==> config.mk <==
export PLATFORM = sky130hd
export DESIGN_NAME = led_array_scanner
export DESIGN_NICKNAME = d
export VERILOG_FILES = /design/src/rtl/led_array_scanner.sv
export SDC_FILE = /design/constraint.sdc
export NUM_CORES = 1
export LEC_CHECK = 0
export ABC_CLOCK_PERIOD_IN_PS = 2800
export CAP_MARGIN = 20
export CORE_MARGIN = 2
export CORE_UTILIZATION = 50
export CTS_CLUSTER_SIZE = 8
export DETAILED_ROUTE_END_ITERATION = 6
export DONT_BUFFER_PORTS = 1
export SYNTH_ARGS = -nofsm -noshare
export SYNTH_HDL_FRONTEND = slang
export SYNTH_SLANG_ARGS = --single-unit
==> constraint.sdc <==
create_clock -name clk -period 2.8 [get_ports clk]
set_input_delay 0.56 -clock clk [delete_from_list [all_inputs] [get_ports clk]]
set_output_delay 0.56 -clock clk [all_outputs]
set_load 0.02 [all_outputs]
==> src/rtl/led_array_scanner.sv <==
// LED array column scanner for a Conway-style N x N grid.
// A one-entry shadow buffer accepts new frames through a valid/ready handshake.
// The display register is only updated while idle or at a frame boundary, so the
// LED driver never sees a frame change partway through a scan.
module led_array_scanner #(
  parameter int N            = 5,
  parameter int DWELL_CYCLES = 1000,
  parameter int BLANK_CYCLES = 10
) (
  input  logic               clk,
  input  logic               rst_n,
  input  logic               enable,
  input  logic [N*N-1:0]     cells_in,
  input  logic               cells_valid,
  output logic               cells_ready,
  output logic               ena,
  output logic [$clog2(N):0] x,
  output logic [N*N-1:0]     cells,
  output logic               frame_done
);

  localparam int XW   = $clog2(N) + 1;
  localparam int MAXC = (DWELL_CYCLES > BLANK_CYCLES) ? DWELL_CYCLES : BLANK_CYCLES;
  localparam int CW   = (MAXC < 2) ? 1 : $clog2(MAXC);

  localparam logic [XW-1:0] X_LAST     = XW'(N - 1);
  localparam logic [CW-1:0] DWELL_LAST = CW'(DWELL_CYCLES - 1);
  localparam logic [CW-1:0] BLANK_LAST = CW'(BLANK_CYCLES - 1);

  typedef enum logic [1:0] {
    IDLE  = 2'd0,
    SCAN  = 2'd1,
    BLANK = 2'd2
  } state_t;

  state_t          state_q, state_d;
  logic [XW-1:0]   x_q, x_d;
  logic [CW-1:0]   cnt_q, cnt_d;
  logic [N*N-1:0]  shadow_q, shadow_d;
  logic            shadow_full_q, shadow_full_d;
  logic [N*N-1:0]  cells_q, cells_d;
  logic            loaded_q, loaded_d;
  logic            frame_done_q, frame_done_d;
  logic            ena_q, ena_d;
  logic            ready_q, ready_d;
  logic            take;
  logic            promote;
  logic            col_end;

  // Next-state logic: column sequencing, frame-boundary promotion and shadow handshake.
  always_comb begin
    state_d       = state_q;
    x_d           = x_q;
    cnt_d         = cnt_q + CW'(1);
    shadow_d      = shadow_q;
    shadow_full_d = shadow_full_q;
    cells_d       = cells_q;
    loaded_d      = loaded_q;
    frame_done_d  = 1'b0;
    promote       = 1'b0;
    col_end       = 1'b0;
    take          = cells_valid && ready_q;

    case (state_q)
      IDLE: begin
        x_d     = '0;
        cnt_d   = '0;
        promote = shadow_full_q;
        if (enable && loaded_q) begin
          state_d = SCAN;
        end
      end
      SCAN: begin
        if (cnt_q == DWELL_LAST) begin
          if (BLANK_CYCLES > 0) begin
            state_d = BLANK;
            cnt_d   = '0;
          end else begin
            col_end = 1'b1;
          end
        end
      end
      BLANK: begin
        if (cnt_q == BLANK_LAST) begin
          col_end = 1'b1;
        end
      end
      default: begin
        state_d = IDLE;
        cnt_d   = '0;
      end
    endcase

    if (col_end) begin
      cnt_d = '0;
      if (x_q == X_LAST) begin
        x_d          = '0;
        frame_done_d = 1'b1;
        promote      = shadow_full_q;
        state_d      = enable ? SCAN : IDLE;
      end else begin
        x_d     = x_q + XW'(1);
        state_d = SCAN;
      end
    end

    if (promote) begin
      cells_d       = shadow_q;
      shadow_full_d = 1'b0;
      loaded_d      = 1'b1;
    end

    if (take) begin
      shadow_d      = cells_in;
      shadow_full_d = 1'b1;
    end

    // Ready stays low for the promotion clock and rises on the one after it.
    ready_d = !shadow_full_d && !promote;
    ena_d   = (state_d == SCAN);
  end

  // State and registered outputs; reset discards both shadow and display contents.
  always_ff @(posedge clk or negedge rst_n) begin
    if (!rst_n) begin
      state_q       <= IDLE;
      x_q           <= '0;
      cnt_q         <= '0;
      shadow_q      <= '0;
      shadow_full_q <= 1'b0;
      cells_q       <= '0;
      loaded_q      <= 1'b0;
      frame_done_q  <= 1'b0;
      ena_q         <= 1'b0;
      ready_q       <= 1'b1;
    end else begin
      state_q       <= state_d;
      x_q           <= x_d;
      cnt_q         <= cnt_d;
      shadow_q      <= shadow_d;
      shadow_full_q <= shadow_full_d;
      cells_q       <= cells_d;
      loaded_q      <= loaded_d;
      frame_done_q  <= frame_done_d;
      ena_q         <= ena_d;
      ready_q       <= ready_d;
    end
  end

  assign cells_ready = ready_q;
  assign ena         = ena_q;
  assign x           = x_q;
  assign cells       = cells_q;
  assign frame_done  = frame_done_q;

endmodule

======== After elaboration in Yosys (flattened, before gate mapping) ========
Cells that the tools add are included.
cells by class
  add/subtract/negate cells ............... 2
  eq/ne operators ......................... 6
  muxes and demuxes ....................... 21
  reductions and logical operators ........ 7
operator list
  cell                                             number
  2-to-1 mux 10 bit                                2
  one-hot mux 10 bit (2 select lines)              1
  2-to-1 mux 4 bit                                 3
  2-to-1 mux 1 bit                                 11
  adder 10 x 1 -> 10 bit (second input constant)   1
  == test 10 bit (second input constant)           1
  == test 10 x 4 -> 1 bit (second input constant)  1
  2-to-1 mux 2 bit                                 3
  one-hot mux 2 bit (3 select lines)               1
  adder 4 x 1 -> 4 bit (second input constant)     1
  == test 2 x 1 -> 1 bit (second input constant)   2
  == test 4 x 3 -> 1 bit (second input constant)   1
  logical AND 1 bit                                3
  == test 2 bit (second input constant)            1
  logical NOT 1 bit                                2
  logical NOT 2 bit                                1
  nonzero test 2 bit                               1
word-level totals
  register bits after elaboration ......... 71
  input bits .............................. 29
  output and inout bits ................... 32
  word-level logic and storage cells ...... 46

======== Logic depth before layout (Yosys ltp) ========
  depth in word-level cells ............... 8
  gate-level depth with buffers ........... 8
  depth with buffers taken out ............ 6

======== Least setup slack after synthesis ========
Ideal clock, no wire load.
  kind .................................... register -> register
  start ................................... register cnt_q[6]
  end ..................................... register cells_q[0] (netlist: cells[0])
  setup time .............................. 125 ps
  arrival time ............................ 1976 ps
  data required time ...................... 2675 ps
  setup slack ............................. 698 ps
  cell stages (with the launch flop) ...... 7
  path buffers ............................ 2
  period minus slack after synthesis ...... 2102 ps
  cells stage by stage .................... dfrtp_1 or4_4 nor4_4 o21a_1 buf_6 buf_12 mux2_4
on the way
  longest elaborated chain between the ends .. 4
RTL lines
  element                   line  RTL
  start: declaration        38    logic [CW-1:0] cnt_q, cnt_d;
  start signal: assignment  139   cnt_q <= cnt_d;
  == test 10 x 4 -> 1 bit   84    if (cnt_q == BLANK_LAST) begin
  2-to-1 mux 1 bit          84
  2-to-1 mux 1 bit          --
  2-to-1 mux 1 bit          94    if (col_end) begin
  end signal: assignment    142   cells_q <= cells_d;
  end: declaration          41    logic [N*N-1:0] cells_q, cells_d;
No other way between the ends.
A chain may end at the register's enable or synchronous reset.

======== Worst setup path in the final report ========
  start ................................... register cnt_q[6]
  end ..................................... register cells_q[21] (netlist: cells[21])
The elaborated chain is that of the path after synthesis.

==> reports/metrics.json <==
{
  "number_of_flops_mapped_to_enable_cells_by_yosys": 0,
  "unrepaired_setup_endpoints_after_global_routing": "false",
  "dominantRegCellSynth": "sky130_fd_sc_hd__dfrtp_1",
  "worst_pin_slew_ps": 535,
  "clkSlewWorstSetupHoldPaths_ps": 70,
  "post_cts.resized_instances": 0,
  "power_report.internal_total_w": 0.00251,
  "postRouteAntennaNets": 0,
  "postSynthRegisterBits": 71,
  "synth.cell_area_sq_um": 3070,
  "timing.critical_path.cells": "or4_4 > nor4_4 > o21a_2 > buf_12 > mux2_2",
  "syn_avg_cell_area_sq_um": 14.5,
  "maxClockFrequency_mhz": 432,
  "ctsLongestPathBuffers": 2,
  "dp_hpwl_um": 3860,
  "power.share.switching_pct": 33.1,
  "grt_first_pass_wirelength_um": 8360,
  "placement.setup.worst_slack_ps": 493,
  "antenna_found_initial": 0,
  "routed_wire_length_per_instance_um": 18.0,
  "tritoncts.num_buffers": 9,
  "io_pins": 61,
  "synth-seq-area-share_pct": 57.9,
  "cts_htree_levels": 3,
  "clock_power_share_pct": 21.0,
  "grt_max_degree": 71,
  "drcViolationCount": 0,
  "layout_worst_path_cycle_share_pct": 82.7,
  "design.final.nets": 257,
  "area.growth.synth_to_final_pct": 9.05,
  "clock_skew_ps": 9.39,
  "finalMaxSlewViolations": 0,
  "pwr-share-comb_pct": 26.3,
  "worst_hold_path_type": "input pin to asynchronous set/reset pin",
  "dr_total_vias": 1700,
  "core_region_area_sq_um": 5920,
  "p_per_area_nw_per_um2": 1120,
  "grt_usage_pct": 16.8,
  "critPathKind": "register to register",
  "grt_pass1_vias": 1715,
  "chipHeight_um": 82.3,
  "shortest_period_the_worst_path_allows_ps": 2320,
  "nFillCells": 473,
  "final_weighted_congestion_of_routability_driven_global_placement": 0.877,
  "first_pass_iters": 4,
  "pwr-share-seq_pct": 52.7,
  "timing.max_cap.violations": 0,
  "seq_area_sq_um": 1780,
  "diodes": 0,
  "synthDistinctLibCells": 45,
  "delay_of_the_slowest_cell_on_the_worst_path_ps": 600,
  "clkSinkCount": 71,
  "critical-path-slowest-cell": "sky130_fd_sc_hd__or4_4",
  "yosysWarningCount": 0,
  "total_leakage_power_nw": 1.45,
  "vias_per_cell": 5.67,
  "start_util_pct": 51.8,
  "run_status": "finished clean",
  "worstPathMaxFanout": 21,
  "multi_input_area_sq_um": 1190,
  "synth_nets": 249,
  "final_layout_size_suffix_gt1_share_pct": 33.3,
  "die_area_sq_um": 6780,
  "clockRootBuffer": "sky130_fd_sc_hd__clkbuf_8",
  "timing_hold_violations_final": 0,
  "critical_path.endpoint_type": "register",
  "route.final.wire_length_um": 5400,
  "asyncSetResetFlopFracSynth_pct": 100,
  "max_slew_margin_pct": 64.3,
  "p_switching_w": 0.00124,
  "final.setup.worst_slack_ps": 485,
  "power.ir.vdd_worst_mv": 0.536,
  "synthCells": 212,
  "worst_ep_required_time_ps": 3010,
  "timing.final.setup_violations": 0,
  "start_kind": "register",
  "insertion_delay_ps": 330,
  "cts_tree": "built",
  "fin_tns_setup_ps": 0,
  "overflow": 0,
  "initialDrtViolationCount": 67,
  "die-width_um": 82.3,
  "buffer_ports.inserted": 0,
  "floorplan.rows": 28,
  "timing.critical_path.arrival_ps": 2530
}
[path summary, 6_finish.rpt]
check	from	endpoint	slack, ps	cells past startpoint
worst max-delay path	cnt_q[6]$_DFF_PN0_	cells[21]$_DFFE_PN0P_	480	5
worst min-delay path	rst_n	cells_ready$_DFF_PN1_	70	0
worst max register to register	cnt_q[6]$_DFF_PN0_	cells[21]$_DFFE_PN0P_	480	5
worst min register to register	shadow_full_q$_DFF_PN0_	cells_ready$_DFF_PN1_	430	1
max in group asynchronous	rst_n	cnt_q[7]$_DFF_PN0_	2420	1
min in group clk	cells_valid	cells_ready$_DFF_PN1_	280	1
[Yosys cell counts, drive strengths merged (2+ instances only)]
| master | count | share of area [%] |
|---|---|---|
| a21oi | 3 | 0.49 |
| buf | 4 | 1.8 |
| clkbuf | 2 | 0.24 |
| dfrtp | 70 | 57 |
| ha | 8 | 3.3 |
| inv | 10 | 1.2 |
| mux2 | 51 | 21 |
| nand2 | 6 | 0.73 |
| nand3 | 2 | 0.33 |
| nand4 | 2 | 0.41 |
| nor2 | 14 | 1.7 |
| nor3 | 2 | 0.49 |
| nor3b | 2 | 0.49 |
| nor4 | 2 | 0.90 |
| o31ai | 3 | 0.73 |
| xnor2 | 5 | 1.4 |
| xor2 | 3 | 0.86 |
[cells in the final DEF (no fill, tap or decap), types with 2 or more instances in the layout]
| master | count |
|---|---|
| sky130_fd_sc_hd__mux2_2 | 32 |
| sky130_fd_sc_hd__a21oi_1 | 3 |
| sky130_fd_sc_hd__inv_1 | 10 |
| sky130_fd_sc_hd__nor2_1 | 14 |
| sky130_fd_sc_hd__xnor2_1 | 5 |
| sky130_fd_sc_hd__clkbuf_8 | 10 |
| sky130_fd_sc_hd__ha_1 | 8 |
| sky130_fd_sc_hd__nor3b_1 | 2 |
| sky130_fd_sc_hd__o31ai_1 | 3 |
| sky130_fd_sc_hd__xor2_1 | 3 |
| sky130_fd_sc_hd__dfrtp_1 | 70 |
| sky130_fd_sc_hd__clkbuf_1 | 3 |
| sky130_fd_sc_hd__nand2_1 | 6 |
| sky130_fd_sc_hd__nand4_1 | 2 |
| sky130_fd_sc_hd__mux2_4 | 19 |
| sky130_fd_sc_hd__nand3_1 | 2 |
[registers in the layout, summed over array words and instances (netlist names), 2 cells and up]
| signal | count |
|---|---|
| cells | 25 |
| cnt_q | 10 |
| shadow_q | 25 |
| state_q | 2 |
| x | 4 |
[what timing repair did]
item / in CTS / in global routing
setup buffers: 0 / 0
hold buffers: 1 / 0
endpoints found under the hold margin: 70 / 0
[stage by stage]
stage | instances | power [W] | area [sq um] | utilization [%] | hold slack [ps]
finish | 300 | 0.00375 | 3350 | 56.5 | 69.1
global route | 300 | 0.00397 | 3350 | 56.5 | 51.4
CTS | 300 | 0.00380 | 3350 | 56.5 | 55.3
detailed placement | 283 | 0.00298 | 3130 | 52.8 | 266
global placement | 283 | 0.00290 | 3130 | 52.8 | 266
floorplan | 212 | 0.00279 | 3070 | - | 264
[routing by layer]
layer	vias up	share of wire [%]	wire, um	global-route usage, %
met1	854	41	2220	20.6
met3	17	8.5	460	6.52
li1	765	-	-	-
met2	64	47	2560	25.9
met5	-	0	0	0
met4	0	2.9	159	8.50
[critical path, delay by kind of cell, from the launching register on]
family | cells | cell delay [ps]
buffers and inverters | 1 | 230
DFF | 1 | 440
AOI/OAI and AO/OA | 1 | 270
muxes | 1 | 360
and+or+nand+nor | 2 | 900
[kinds of logic (layout without fill, tap and decap cells)]
family                     Yosys count  after routing  share of synthesized area (%)
DFF                                 71             71                           57.9
muxes                               52             52                           21.4
and+or+nand+nor                     41             41                           7.91
AOI/OAI and AO/OA                   16             16                           3.95
buffers and inverters               16             29                           3.30
adders and majority gates            8              8                           3.26
xor gates and xnor gates             8              8                           2.28
[power by group through the flow]
stage	clock network (W)	logic, W	registers, W
floorplan	0	0.000891	0.00189
global placement	0	0.000920	0.00198
detailed placement	0	0.000972	0.00200
CTS	0.000809	0.00100	0.00199
global route	0.000862	0.00107	0.00203
finish	0.000789	0.000987	0.00198
[cell type report]
type / count / share of cell area (%)
well taps: 75 / 2.80
multi-input cells: 125 / 35.6
clock inverters: 3 / 1.27
inverters: 10 / 1.12
repair buffers: 3 / 1.64
flip-flops and latches: 71 / 53.1
clock buffers: 13 / 4.45
Power figures use the tool's default switching activity.
